### config.mk
export PLATFORM = sky130hd
export DESIGN_NAME = line_fifo_ctrl
export DESIGN_NICKNAME = d
export VERILOG_FILES = /design/src/rtl/line_fifo_ctrl.sv
export SDC_FILE = /design/constraint.sdc
export NUM_CORES = 1
export LEC_CHECK = 0
export CAP_MARGIN = 20
export CORE_ASPECT_RATIO = 0.75
export CORE_MARGIN = 2
export CORE_UTILIZATION = 50
export DETAILED_ROUTE_END_ITERATION = 10
export PLACE_DENSITY = 0.81
export SLEW_MARGIN = 20
export SYNTH_ARGS = -nofsm -noshare
export SYNTH_HDL_FRONTEND = slang
export SYNTH_SLANG_ARGS = --single-unit
### constraint.sdc
create_clock -name clk -period 2.42 [get_ports clk]
set_input_delay 0.242 -clock clk [delete_from_list [all_inputs] [get_ports clk]]
set_output_delay 0.242 -clock clk [all_outputs]
set_load 0.03 [all_outputs]
### src/rtl/line_fifo_ctrl.sv
// ============================================================================
// line_fifo_ctrl : sequences the previous-row line FIFO and emits per-pixel
// neighbour sets {cur, a, b, c} for the PNG filter stage.   Rev 1.0
// ============================================================================
`ifndef SIZE_W_WD
`define SIZE_W_WD 12
`endif
`ifndef SIZE_H_WD
`define SIZE_H_WD 12
`endif
`default_nettype none

module line_fifo_ctrl #(
  parameter int DATA_WD = 32
) (
  input  logic                  clk,
  input  logic                  rstn,
  input  logic [`SIZE_W_WD-1:0] cfg_w_i,
  input  logic [`SIZE_H_WD-1:0] cfg_h_i,
  input  logic                  start_i,
  input  logic                  pix_val_i,
  input  logic [DATA_WD-1:0]    pix_dat_i,
  output logic                  pix_rdy_o,
  output logic                  fifo_wr_val_o,
  output logic [DATA_WD-1:0]    fifo_wr_dat_o,
  output logic                  fifo_rd_val_o,
  input  logic [DATA_WD-1:0]    fifo_rd_dat_i,
  output logic                  out_val_o,
  output logic [DATA_WD-1:0]    out_cur_o,
  output logic [DATA_WD-1:0]    out_a_o,
  output logic [DATA_WD-1:0]    out_b_o,
  output logic [DATA_WD-1:0]    out_c_o,
  output logic                  out_sol_o,
  output logic                  out_eof_o,
  output logic                  done_o
);

  typedef enum logic [2:0] {
    S_IDLE = 3'd0,
    S_ROW0 = 3'd1,
    S_RD   = 3'd2,
    S_WR   = 3'd3,
    S_DONE = 3'd4
  } state_t;

  localparam logic [`SIZE_W_WD-1:0] W_ONE = 1;
  localparam logic [`SIZE_H_WD-1:0] H_ONE = 1;

  state_t                  state, state_nxt;
  logic [`SIZE_W_WD-1:0]   col;
  logic [`SIZE_H_WD-1:0]   row;
  logic [DATA_WD-1:0]      hold, prev_cur, prev_up;
  logic                    xfer, last_col, last_row, col0;

  assign col0     = (col == '0);
  assign last_col = (col == cfg_w_i - W_ONE);
  assign last_row = (row == cfg_h_i - H_ONE);

  always_ff @(posedge clk or negedge rstn) begin
    if (!rstn) state <= S_IDLE;
    else       state <= state_nxt;
  end

  always_comb begin
    state_nxt     = state;
    xfer          = 1'b0;
    pix_rdy_o     = 1'b0;
    fifo_wr_val_o = 1'b0;
    fifo_wr_dat_o = '0;
    fifo_rd_val_o = 1'b0;
    case (state)
      S_IDLE: if (start_i) state_nxt = S_ROW0;
      S_ROW0: begin
        pix_rdy_o     = 1'b1;
        xfer          = pix_val_i;
        fifo_wr_val_o = pix_val_i;
        fifo_wr_dat_o = pix_dat_i;
        if (xfer && last_col) state_nxt = (cfg_h_i > H_ONE) ? S_RD : S_DONE;
      end
      S_RD: begin
        pix_rdy_o     = 1'b1;
        xfer          = pix_val_i;
        fifo_rd_val_o = pix_val_i;
        if (xfer) state_nxt = S_WR;
      end
      S_WR: begin
        fifo_wr_val_o = 1'b1;
        fifo_wr_dat_o = hold;
        state_nxt     = (last_col && last_row) ? S_DONE : S_RD;
      end
      S_DONE:  state_nxt = S_IDLE;
      default: state_nxt = S_IDLE;
    endcase
  end

  always_ff @(posedge clk or negedge rstn) begin
    if (!rstn) begin
      col       <= '0;
      row       <= '0;
      hold      <= '0;
      prev_cur  <= '0;
      prev_up   <= '0;
      out_val_o <= 1'b0;
      out_cur_o <= '0;
      out_a_o   <= '0;
      out_b_o   <= '0;
      out_c_o   <= '0;
      out_sol_o <= 1'b0;
      out_eof_o <= 1'b0;
      done_o    <= 1'b0;
    end else begin
      out_val_o <= 1'b0;
      done_o    <= (state == S_DONE);
      case (state)
        S_IDLE: begin
          if (start_i) begin
            col <= '0;
            row <= '0;
          end
        end
        S_ROW0: begin
          if (xfer) begin
            out_val_o <= 1'b1;
            out_cur_o <= pix_dat_i;
            out_a_o   <= col0 ? '0 : prev_cur;
            out_b_o   <= '0;
            out_c_o   <= '0;
            out_sol_o <= col0;
            out_eof_o <= last_col && last_row;
            prev_cur  <= pix_dat_i;
            col       <= last_col ? '0 : col + W_ONE;
            if (last_col) row <= last_row ? '0 : row + H_ONE;
          end
        end
        S_RD: if (xfer) hold <= pix_dat_i;
        S_WR: begin
          // FIFO read data for this column arrives in this cycle
          out_val_o <= 1'b1;
          out_cur_o <= hold;
          out_a_o   <= col0 ? '0 : prev_cur;
          out_b_o   <= fifo_rd_dat_i;
          out_c_o   <= col0 ? '0 : prev_up;
          out_sol_o <= col0;
          out_eof_o <= last_col && last_row;
          prev_cur  <= hold;
          prev_up   <= fifo_rd_dat_i;
          col       <= last_col ? '0 : col + W_ONE;
          if (last_col) row <= last_row ? '0 : row + H_ONE;
        end
        default: ;
      endcase
    end
  end

endmodule

`default_nettype wire

== After elaboration in Yosys (flattened, before gate mapping) ==
Cells that the tools add are included.

* Register bits after elaboration: 223
* Input port bits: 92

* Muxes and demuxes: 34
* Add/sub/neg operators: 4
* $lt $le $gt $ge: 1
* Reductions and logical operators: 11
* Equal/unequal tests: 10

{| class="wikitable"
|+ Operators by type and width
! cell !! number
|-
| $pmux W32 S2 || 5
|-
| $mux W32 || 5
|-
| $mux W12 || 6
|-
| $pmux W12 S3 || 2
|-
| $add A12 B1 Y12 const B || 2
|-
| $eq A12 B12 Y1 || 2
|-
| $sub A12 B1 Y12 const B || 2
|-
| $mux W3 || 5
|-
| $gt A12 B1 Y1 const B || 1
|-
| $logic_not A12 Y1 || 1
|-
| $pmux W3 S4 || 1
|-
| $ne A2 B2 Y1 const B || 4
|-
| $pmux W1 S2 || 4
|-
| $eq A3 B2 Y1 const B || 2
|-
| $mux W1 || 6
|-
| $reduce_and A3 Y1 || 2
|-
| $reduce_and A2 Y1 || 2
|-
| $eq A3 B1 Y1 const B || 1
|-
| $eq A3 B3 Y1 const B || 1
|-
| $logic_not A3 Y1 || 1
|-
| $reduce_bool A3 Y1 || 1
|-
| $logic_and A1 B1 Y1 || 2
|-
| $reduce_bool A2 Y1 || 1
|-
| $reduce_or A2 Y1 || 1
|}

== Longest topological paths before layout ==
Gate-level depths: netlist of the first run.

* Depth in word-level cells: 6
* Depth in mapped cells: 13

== Least setup slack after synthesis of the first run ==
Ideal clock, no wire load.

* Kind: input port to flip-flop
* Start point: input port cfg_w_i[0]
* End point: register state[1]
* Path slack: 15 ps
* Arrival: 2,268 ps
* Stages on the path: 13
* Cell sequence: buf_2 inv_1 ha_1 clkbuf_1 nor3_1 nand3b_1 a31oi_1 o221a_2 nand4_4 buf_6 buf_6 o21ai_0 o41ai_2

* Cells in the longest elaborated chain, start to end: 5
* Elaborated cells between the ends (all ways): 8

{| class="wikitable"
|+ Ends and longest elaborated chain
! item !! RTL line !! source
|-
| start: declaration || 18 || <nowiki>input logic [`SIZE_W_WD-1:0] cfg_w_i,</nowiki>
|-
| $sub A12 B1 Y12 * || 56 || <nowiki>assign last_col = (col == cfg_w_i - W_ONE);</nowiki>
|-
| $eq A12 B12 Y1 * || 56 ||
|-
| $logic_and A1 B1 Y1 (on tied branches) || 89, 78 ||
|-
| $mux W3 or $ne A2 B2 Y1 (tied branches) || n/a ||
|-
| $pmux W3 S4 or $reduce_and A3 Y1 (tied branches) || n/a ||
|-
| end signal: assignment || 61 || <nowiki>else state <= state_nxt;</nowiki>
|-
| end: declaration || 49 || <nowiki>state_t state, state_nxt;</nowiki>
|}

Mark *: on every way between the ends. The rest lies on a longest branch, timed or not.
A chain may end at the register's enable or synchronous reset.

== Final worst setup path of the first run ==
* Start point: register col[2]
* End point: register row[6]

* Cells in the longest elaborated chain, start to end: 4

{| class="wikitable"
|+ Ends and longest elaborated chain
! item !! RTL line !! source
|-
| start: declaration || 50 || <nowiki>logic [`SIZE_W_WD-1:0] col;</nowiki>
|-
| start signal: assignment || 131 || <nowiki>col <= last_col ? '0 : col + W_ONE;</nowiki>
|-
| start signal: assignment || 147 || <nowiki>col <= last_col ? '0 : col + W_ONE;</nowiki>
|-
| $eq A12 B12 Y1 * || 56 ||
|-
| $mux W12 * || n/a ||
|-
| $mux W12 || n/a ||
|-
| $pmux W12 S3 * || n/a ||
|-
| end signal: assignment || 132 || <nowiki>if (last_col) row <= last_row ? '0 : row + H_ONE;</nowiki>
|-
| end signal: assignment || 148 || <nowiki>if (last_col) row <= last_row ? '0 : row + H_ONE;</nowiki>
|-
| end: declaration || 51 || <nowiki>logic [`SIZE_H_WD-1:0] row;</nowiki>
|}

Mark *: on every way between the ends. The rest lies on a longest branch, timed or not. The select of a mux whose other input is x is not followed.

==> results of run 1 <==
## per-stage QoR
| step | worst slack (ns) | area, µm² |
|---|---|---|
| 2_1_floorplan | 0.01499 | 10430 |
| 3_3_place_gp | -0.4321 | 13780 |
| 3_5_place_dp | -0.5553 | 13780 |
| 4_1_cts | 0.008083 | 14680 |
| 5_1_grt | -0.04284 | 14840 |
| 6_report | 0.06705 | 14840 |
## path summary, 6_finish.rpt
check | endpoint | cells past startpoint | slack, ns | start
max in group asynchronous | prev_up[18] | 3 | 1.37 | rstn
worst min register to register | prev_up[9] | 2 | 0.48 | prev_up[9]
min in group clk | prev_up[25] | 3 | 0.29 | fifo_rd_dat_i[25]
worst min-delay path | prev_up[24] | 2 | 0.27 | rstn
worst max-delay path | row[6] | 8 | 0.07 | col[2]
worst max register to register | row[6] | 8 | 0.07 | col[2]
## cell usage after synthesis, drive strengths merged (5+ instances only)
cell,count
mux2,34
dfrtp,223
inv,17
and3,8
xnor2,13
a31oi,36
a22o,63
o31ai,5
clkbuf,59
mux2i,41
nand2b,5
nor3,13
nor2,87
buf,19
a21oi,6
nor4,10
nand4,11
a221oi,6
xor2,22
ha,6
o21ai,42
nand2,250
nand3,26
## kinds of logic after synthesis
kind of cell / Yosys count
AOI/OAI and AO/OA: 183
xor gates and xnor gates: 35
adders and majority gates: 6
buffers and inverters: 95
DFF: 223
muxes: 75
and+or+nand+nor: 436
## layer usage
metal	vias up	share of wire (%)
met5	-	0
met4	0	2.0
met3	43	9.4
met2	361	46
met1	4580	43
li1	4272	-
## cell type report
cell class	instances	area [µm²]	area share (%)
well taps	282	352.8	2.377
multi-input cells	736	4564	30.75
clock inverters	14	240.2	1.619
repair buffers	355	3401	22.91
inverters	17	76.32	0.5142
clock buffers	28	624.3	4.207
flip-flops and latches	223	5583	37.62
## layout by cell type (no fill, tap or decap), types with 16 or more instances in the layout
master           synthesis  routed
a22o_1                  63      63
a31oi_1                 36      36
buf_4                    3      91
clkbuf_16                0      24
clkdlybuf4s50_1          0     223
dfrtp_1                223     221
dlygate4sd2_1            0      30
inv_1                   17      16
mux2_2                  34      34
mux2i_1                 41      41
nand2_1                250     248
nand3_1                 26      26
nor2_1                  87      85
o21ai_0                 41      39
xor2_1                  22      21
## flip-flops by register name, indices dropped and copies added, names as in the netlist
register,count
hold,32
out_a_o,32
out_b_o,32
out_c_o,32
prev_cur,32
prev_up,32
col,12
row,12
state,3
done_o,1
out_eof_o,1
out_sol_o,1
out_val_o,1
## what timing repair did
action,CTS,global route
gates resized for setup,34,13
setup endpoints to repair,36,16
cloned,1,2
hold endpoints to repair,69,0
buffers inserted,0,8
pin swaps,0,7
hold buffers,1,0
## power groups by stage
stage | clock [µW] | sequential, µW | combinational (µW)
final | 4030 | 5330 | 5210
after detailed placement | 0 | 5370 | 5180
after global routing | 4230 | 5450 | 5570
after global placement | 0 | 5320 | 5090
after CTS | 4070 | 5320 | 5190
after floorplan | 0 | 6380 | 1750
==> results by group, run 1 <==
Critical path
  – Required time worst endpoint: 2.84 ns
  – CP max FO: 8
  – Worst path max stage delay: 0.53 ns
  – CP max stage cell: or4b_1
  – Crit path capture type: flip-flop
  – Buf/Inv on CP: 1
  – Crit start category: flip-flop
  – Worst endpoint data arrival time: 2.77 ns
  – CP Cell Sequence: nand2b_1, nand3_1, o21ai_0, a2111oi_4, buf_4, nand4_4, or4b_1, mux2i_1
  – Crit path max-delay family: simple AND/OR/NAND/NOR gates
  – WS Path Type: reg2reg

STA
  – Max Slew Vio Count: 0
  – Final hold slack: 0.2723 ns
  – Normalized max-slew margin: 60.55%
  – Final Skew: 0.02046 ns
  – Final min period: 2.353 ns
  – Fmax: 0.4250 GHz
  – Final count of negative-setup-slack endpoints: 0
  – Post-route clock period utilization: 97.23%
  – Final Hold Fails: 0
  – Worst slew pin tran: 0.5918 ns
  – Post-route setup TNS: 0 ns

Synthesis
  – Mux cell area share after synthesis: 7.605%
  – Number of synthesized flops with an enable pin: 0
  – Synth top area share: 53.50%
  – Ys async rst share: 100.0%
  – Synth Area per Inst: 9.906 µm²
  – Yosys top cell by area: dfrtp_1
  – Yosys cell types: 64
  – Most common flop cell mapped by yosys: dfrtp_1
  – Mapped Nets: 1151
  – Sequential area share after synthesis: 53.50%
  – Syn Std Cell Area: 0.01043 mm²
  – Seq cells post-synth: 223
  – XOR/XNOR share of the synthesized area: 2.939%
  – Simple-Gate Fraction of Synth Area: 18.35%
  – Mapped Cells: 1053
  – Synth Area in Compound Gates: 13.04%
  – Adder-cell share of the synthesized area: 0.7197%
  – Yosys warning total: 0
  – Synth top area cells: dfrtp_1 53%, nand2_1 9.0%, a22o_1 5.3%
  – Largest family of logic cells by synthesized area: simple AND/OR/NAND/NOR gates

Clock network
  – CTS Buf Count: 23
  – CTS tree: built
  – H-tree levels: 1
  – CTS Buffer Depth: 3
  – Clock slew seen by the registers of the worst setup and hold paths: 0.07 ns
  – Clk_lat worst skew: 0.51 ns
  – CTS Sinks: 223
  – Root Buffer: clkbuf_16

Final layout
  – Fin nets: 1454
  – # diodes: 0
  – Fillers: 1473
  – Area Growth Syn to Fin: 42.28%
  – Final cell count without fillers: 1655
  – Final core occ: 73.02%
  – Layout cells sized above 1: 14.93%

Global route
  – Top Usage Layer GRT: met2
  – M1 GR Usage: 38.61%
  – Vias in the first global route: 9063
  – First-pass GRT wire length: 48930 µm
  – Initial antenna violation count: 0
  – Gr usage total: 28.11%
  – Pin count of the biggest net entering global routing: 75
  – Met2 Use GR: 44.37%
  – Met3 Use GR: 8.644%
  – Congestion Overflow GR: 0

Power and ir drop
  – Int Pwr: 9221 µW
  – Pwr dens: 981.4 mW/mm²
  – Worst VDD drop: 696.6 µV
  – Clock share of power: 27.6%
  – Sw Share: 36.69%
  – Comb pwr share: 35.8%
  – Tot Pwr: 14570 µW
  – Psw: 5344 µW
  – Leak Pwr: 0.006616 µW
  – Seq pwr share: 36.6%

Floorplanning
  – Full die area: 0.02205 mm²
  – Core Box Area: 0.02033 mm²
  – Die Wd: 170.8 µm
  – Starting Density: 51.32%
  – Chip height: 129.1 µm
  – Total I/O pin count: 259
  – Site Rows: 45

Worst hold path
  – HP Class: in2async

Placement
  – Routability Congestion: 0.8372
  – Number of port buffers: 258
  – DP HPWL: 21000 µm
  – Dpl cells: 1601

Drt
  – Routed len/inst: 18.97 µm
  – DRT antenna net count: 0
  – Vias per inst: 5.593
  – Vias: 9256
  – WL final: 31400 µm
  – Drt initial violations: 796
  – Drc violations: 0
  – Initial DRT Pass Iterations: 4

Job
  – Max cap viols: 0

Run status
  – Status: complete, no violations
(Power assumes the default switching activity.)
==> inputs of run 2 (changes only) <==
--- a/config.mk
+++ b/config.mk
@@ -7,7 +7,7 @@
 export LEC_CHECK = 0
 export CAP_MARGIN = 20
 export CORE_ASPECT_RATIO = 0.75
-export CORE_MARGIN = 2
+export CORE_MARGIN = 8
 export CORE_UTILIZATION = 50
 export DETAILED_ROUTE_END_ITERATION = 10
 export PLACE_DENSITY = 0.81
==> results by group, run 2 (synthesis results as in run 1) <==
Final layout
  – # diodes: 0 (unchanged)
  – Post-route cell area: 0.01477 mm² (-0.45%)
  – Commonest non-fill, non-tap cells in the layout: 248 x nand2_1, 222 x clkdlybuf4s50_1, 221 x dfrtp_1
  – Fin nets: 1450 (-0.28%)
  – Most common cell after layout, fill and taps aside: nand2_1
  – Final cell count without fillers: 1650 (-0.30%)
  – Area Growth Syn to Fin: 41.63%
  – Layout cells sized above 1: 14.62% (-0.31 points)

Floorplanning
  – Core Box Area: 0.02033 mm² (unchanged)
  – Site Rows: 45 (unchanged)
  – Starting Density: 51.32% (unchanged)
  – Full die area: 0.02579 mm² (+17%)
  – Die Wd: 182.8 µm (+7.0%)
  – Chip height: 141.1 µm (+9.3%)
  – Total I/O pin count: 259 (unchanged)

STA
  – Normalized max-slew margin: 51.61% (-8.9 points)
  – Final count of negative-setup-slack endpoints: 0 (unchanged)
  – Final Hold Fails: 0 (unchanged)
  – Fmax: 0.4279 GHz (+0.68%)
  – Final Skew: 0.01035 ns (-0.01011 ns)
  – Final min period: 2.337 ns (-0.01584 ns)
  – Max Slew Vio Count: 0 (unchanged)
  – Post-route clock period utilization: 96.57% (-0.65 points)
  – Fin worst setup slack: 0.08289 ns (+0.01584 ns)
  – Worst slew pin tran: 0.7258 ns (+0.1340 ns)
  – Final hold slack: 0.2932 ns (+0.02084 ns)

Critical path
  – Required time worst endpoint: 2.18 ns (-0.66 ns)
  – Levels on crit path: 5 (-3)
  – Crit start category: flip-flop
  – Crit path max-delay family: buffers and inverters
  – WS Path Type: reg2out
  – Buf/Inv on CP: 4 (+3)
  – Reg2Reg Launch Point: col[11]
  – R2R Path End: row[8]
  – CP Cell Sequence: buf_6, inv_1, nor4b_4, buf_12, buf_4
  – CP max stage cell: dfrtp_2
  – R2R Setup Slk: 0.10 ns (+0.03 ns)
  – Crit path capture type: output port
  – Worst endpoint data arrival time: 2.10 ns (-0.67 ns)
  – R2R depth: 7 (-1)
  – Worst path max stage delay: 0.49 ns (-0.04 ns)
  – CP max FO: 15 (+7)

Power and ir drop
  – Worst VDD drop: 811.7 µV (+17%)
  – Psw: 5296 µW (-0.89%)
  – Sw Share: 37.65% (+0.96 points)
  – Tot Pwr: 14070 µW (-3.4%)
  – Pwr dens: 952.2 mW/mm² (-3.0%)
  – Clock share of power: 24.9% (-2.7 points)
  – Comb pwr share: 37.2% (+1.4 points)
  – Int Pwr: 8771 µW (-4.9%)
  – Leak Pwr: 0.006575 µW (-0.62%)
  – Seq pwr share: 38.0% (+1.4 points)

Worst hold path
  – Hold path cells: 3
  – Endpoint, Worst Hold: prev_up[17]
  – Worst hold start: fifo_rd_dat_i[17]
  – HP Class: in2reg

Drt
  – WL final: 32370 µm (+3.1%)
  – Initial DRT Pass Iterations: 5 (+1)
  – Vias per inst: 5.548 (-0.79%)
  – Routed len/inst: 19.62 µm (+3.4%)
  – Vias: 9155 (-1.1%)
  – Drt initial violations: 668 (-16%)
  – Drc violations: 0 (unchanged)
  – DRT antenna net count: 0 (unchanged)

Placement
  – Number of port buffers: 258 (unchanged)
  – Routability Congestion: 0.8612 (+2.9%)
  – Dpl cells: 1601 (unchanged)
  – Post-place setup slack: -0.4996 ns (+0.05566 ns)
  – Cell area after placement: 0.01385 mm² (+0.45%)
  – DP HPWL: 22350 µm (+6.4%)

Global route
  – Pin count of the biggest net entering global routing: 90 (+20%)
  – Gr usage total: 24.49% (-3.6 points)
  – Initial antenna violation count: 1 (+1)
  – Vias in the first global route: 9208 (+1.6%)
  – Congestion Overflow GR: 0 (unchanged)
  – First-pass GRT wire length: 51250 µm (+4.7%)

Clock network
  – CTS Buffer Depth: 3 (unchanged)
  – H-tree levels: 1 (unchanged)
  – Clk_lat worst skew: 0.51 ns (about the same)
  – CTS Sinks: 223 (unchanged)
  – Clock slew seen by the registers of the worst setup and hold paths: 0.06 ns (about the same)
  – CTS tree: built
  – CTS Buf Count: 23 (unchanged)
  – Root Buffer: clkbuf_16

Job
  – Max cap viols: 0 (unchanged)

Run status
  – Status: complete, no violations
run 2: cell types whose count changed in the layout (fill, tap and decap cells not counted), moves of 2 or more:
cell	change
buf_4	-11
bufinv_16	-6
clkbuf_8	+6
buf_12	+4
buf_6	+4
a221oi_1	-2
a221oi_2	+2
clkbuf_1	+2
inv_6	-2
run 2: layout make-up:
cell class,count,area (µm²)
clock buffer,36,714.4
clock inverter,5,43.79
fill,1493,5552
inverter,17,71.32
multi-input combinational,736,4588
sequential,223,5583
tap,282,352.8
timing repair buffer,351,3421
run 2: repair_timing:
item | in CTS | in global routing
buffers inserted | 1 | 4
hold buffers | 1 | 0
pin swaps | 1 | 8
endpoints found under the setup margin | 32 | 27
hold endpoints to repair | 83 | 0
resized for setup | 34 | 20
cloned | 1 | 1
run 2: worst max path at each step:
stage / slack, ns / start / to
3_3_place_gp: -0.40 / cfg_w_i[0] / row[4]
4_1_cts: -0.02 / state[1] / fifo_rd_val_o
3_5_place_dp: -0.50 / cfg_w_i[0] / row[6]
2_1_floorplan: 0.01 / cfg_w_i[0] / state[1]
6_report: 0.08 / state[1] / fifo_rd_val_o
5_1_grt: -0.06 / col[11] / row[8]
run 2: power by group through the flow:
stage / clock network, µW / logic, µW / registers, µW
3_5_place_dp: 0 / 5260 / 5380
5_1_grt: 3720 / 5590 / 5440
3_3_place_gp: 0 / 5170 / 5330
4_1_cts: 3570 / 5240 / 5330
6_report: 3500 / 5230 / 5340
2_1_floorplan: 0 / 1750 / 6380
run 2: worst min-delay path: stages:
cell and delay, ns:
clkdlybuf4s50_1 0.42, nand2_1 0.06, nand2_1 0.04
run 2: layer usage:
layer / track usage [%] / up-vias / wire length (µm)
li1: - / 4265 / -
met4: 5.337 / 2 / 607
met2: 38.69 / 311 / 15020
met1: 32.60 / 4534 / 13890
met5: 0 / - / 13
met3: 7.805 / 43 / 2845
run 2: metrics by stage:
stage          setup TNS (ns)  utilization (%)
4_1_cts              -0.02883            71.97
2_1_floorplan               0                -
3_3_place_gp           -8.433            68.13
6_report                    0            72.69
3_5_place_dp           -10.30            68.13
5_1_grt              -0.06231            72.69
==> inputs of run 3 (changes only) <==
--- a/config.mk
+++ b/config.mk
@@ -5,7 +5,6 @@
 export SDC_FILE = /design/constraint.sdc
 export NUM_CORES = 1
 export LEC_CHECK = 0
-export CAP_MARGIN = 20
 export CORE_ASPECT_RATIO = 0.75
 export CORE_MARGIN = 8
 export CORE_UTILIZATION = 50
==> results of run 3 <==
The final DEF is identical to that of run 2; final timing and power are the same.
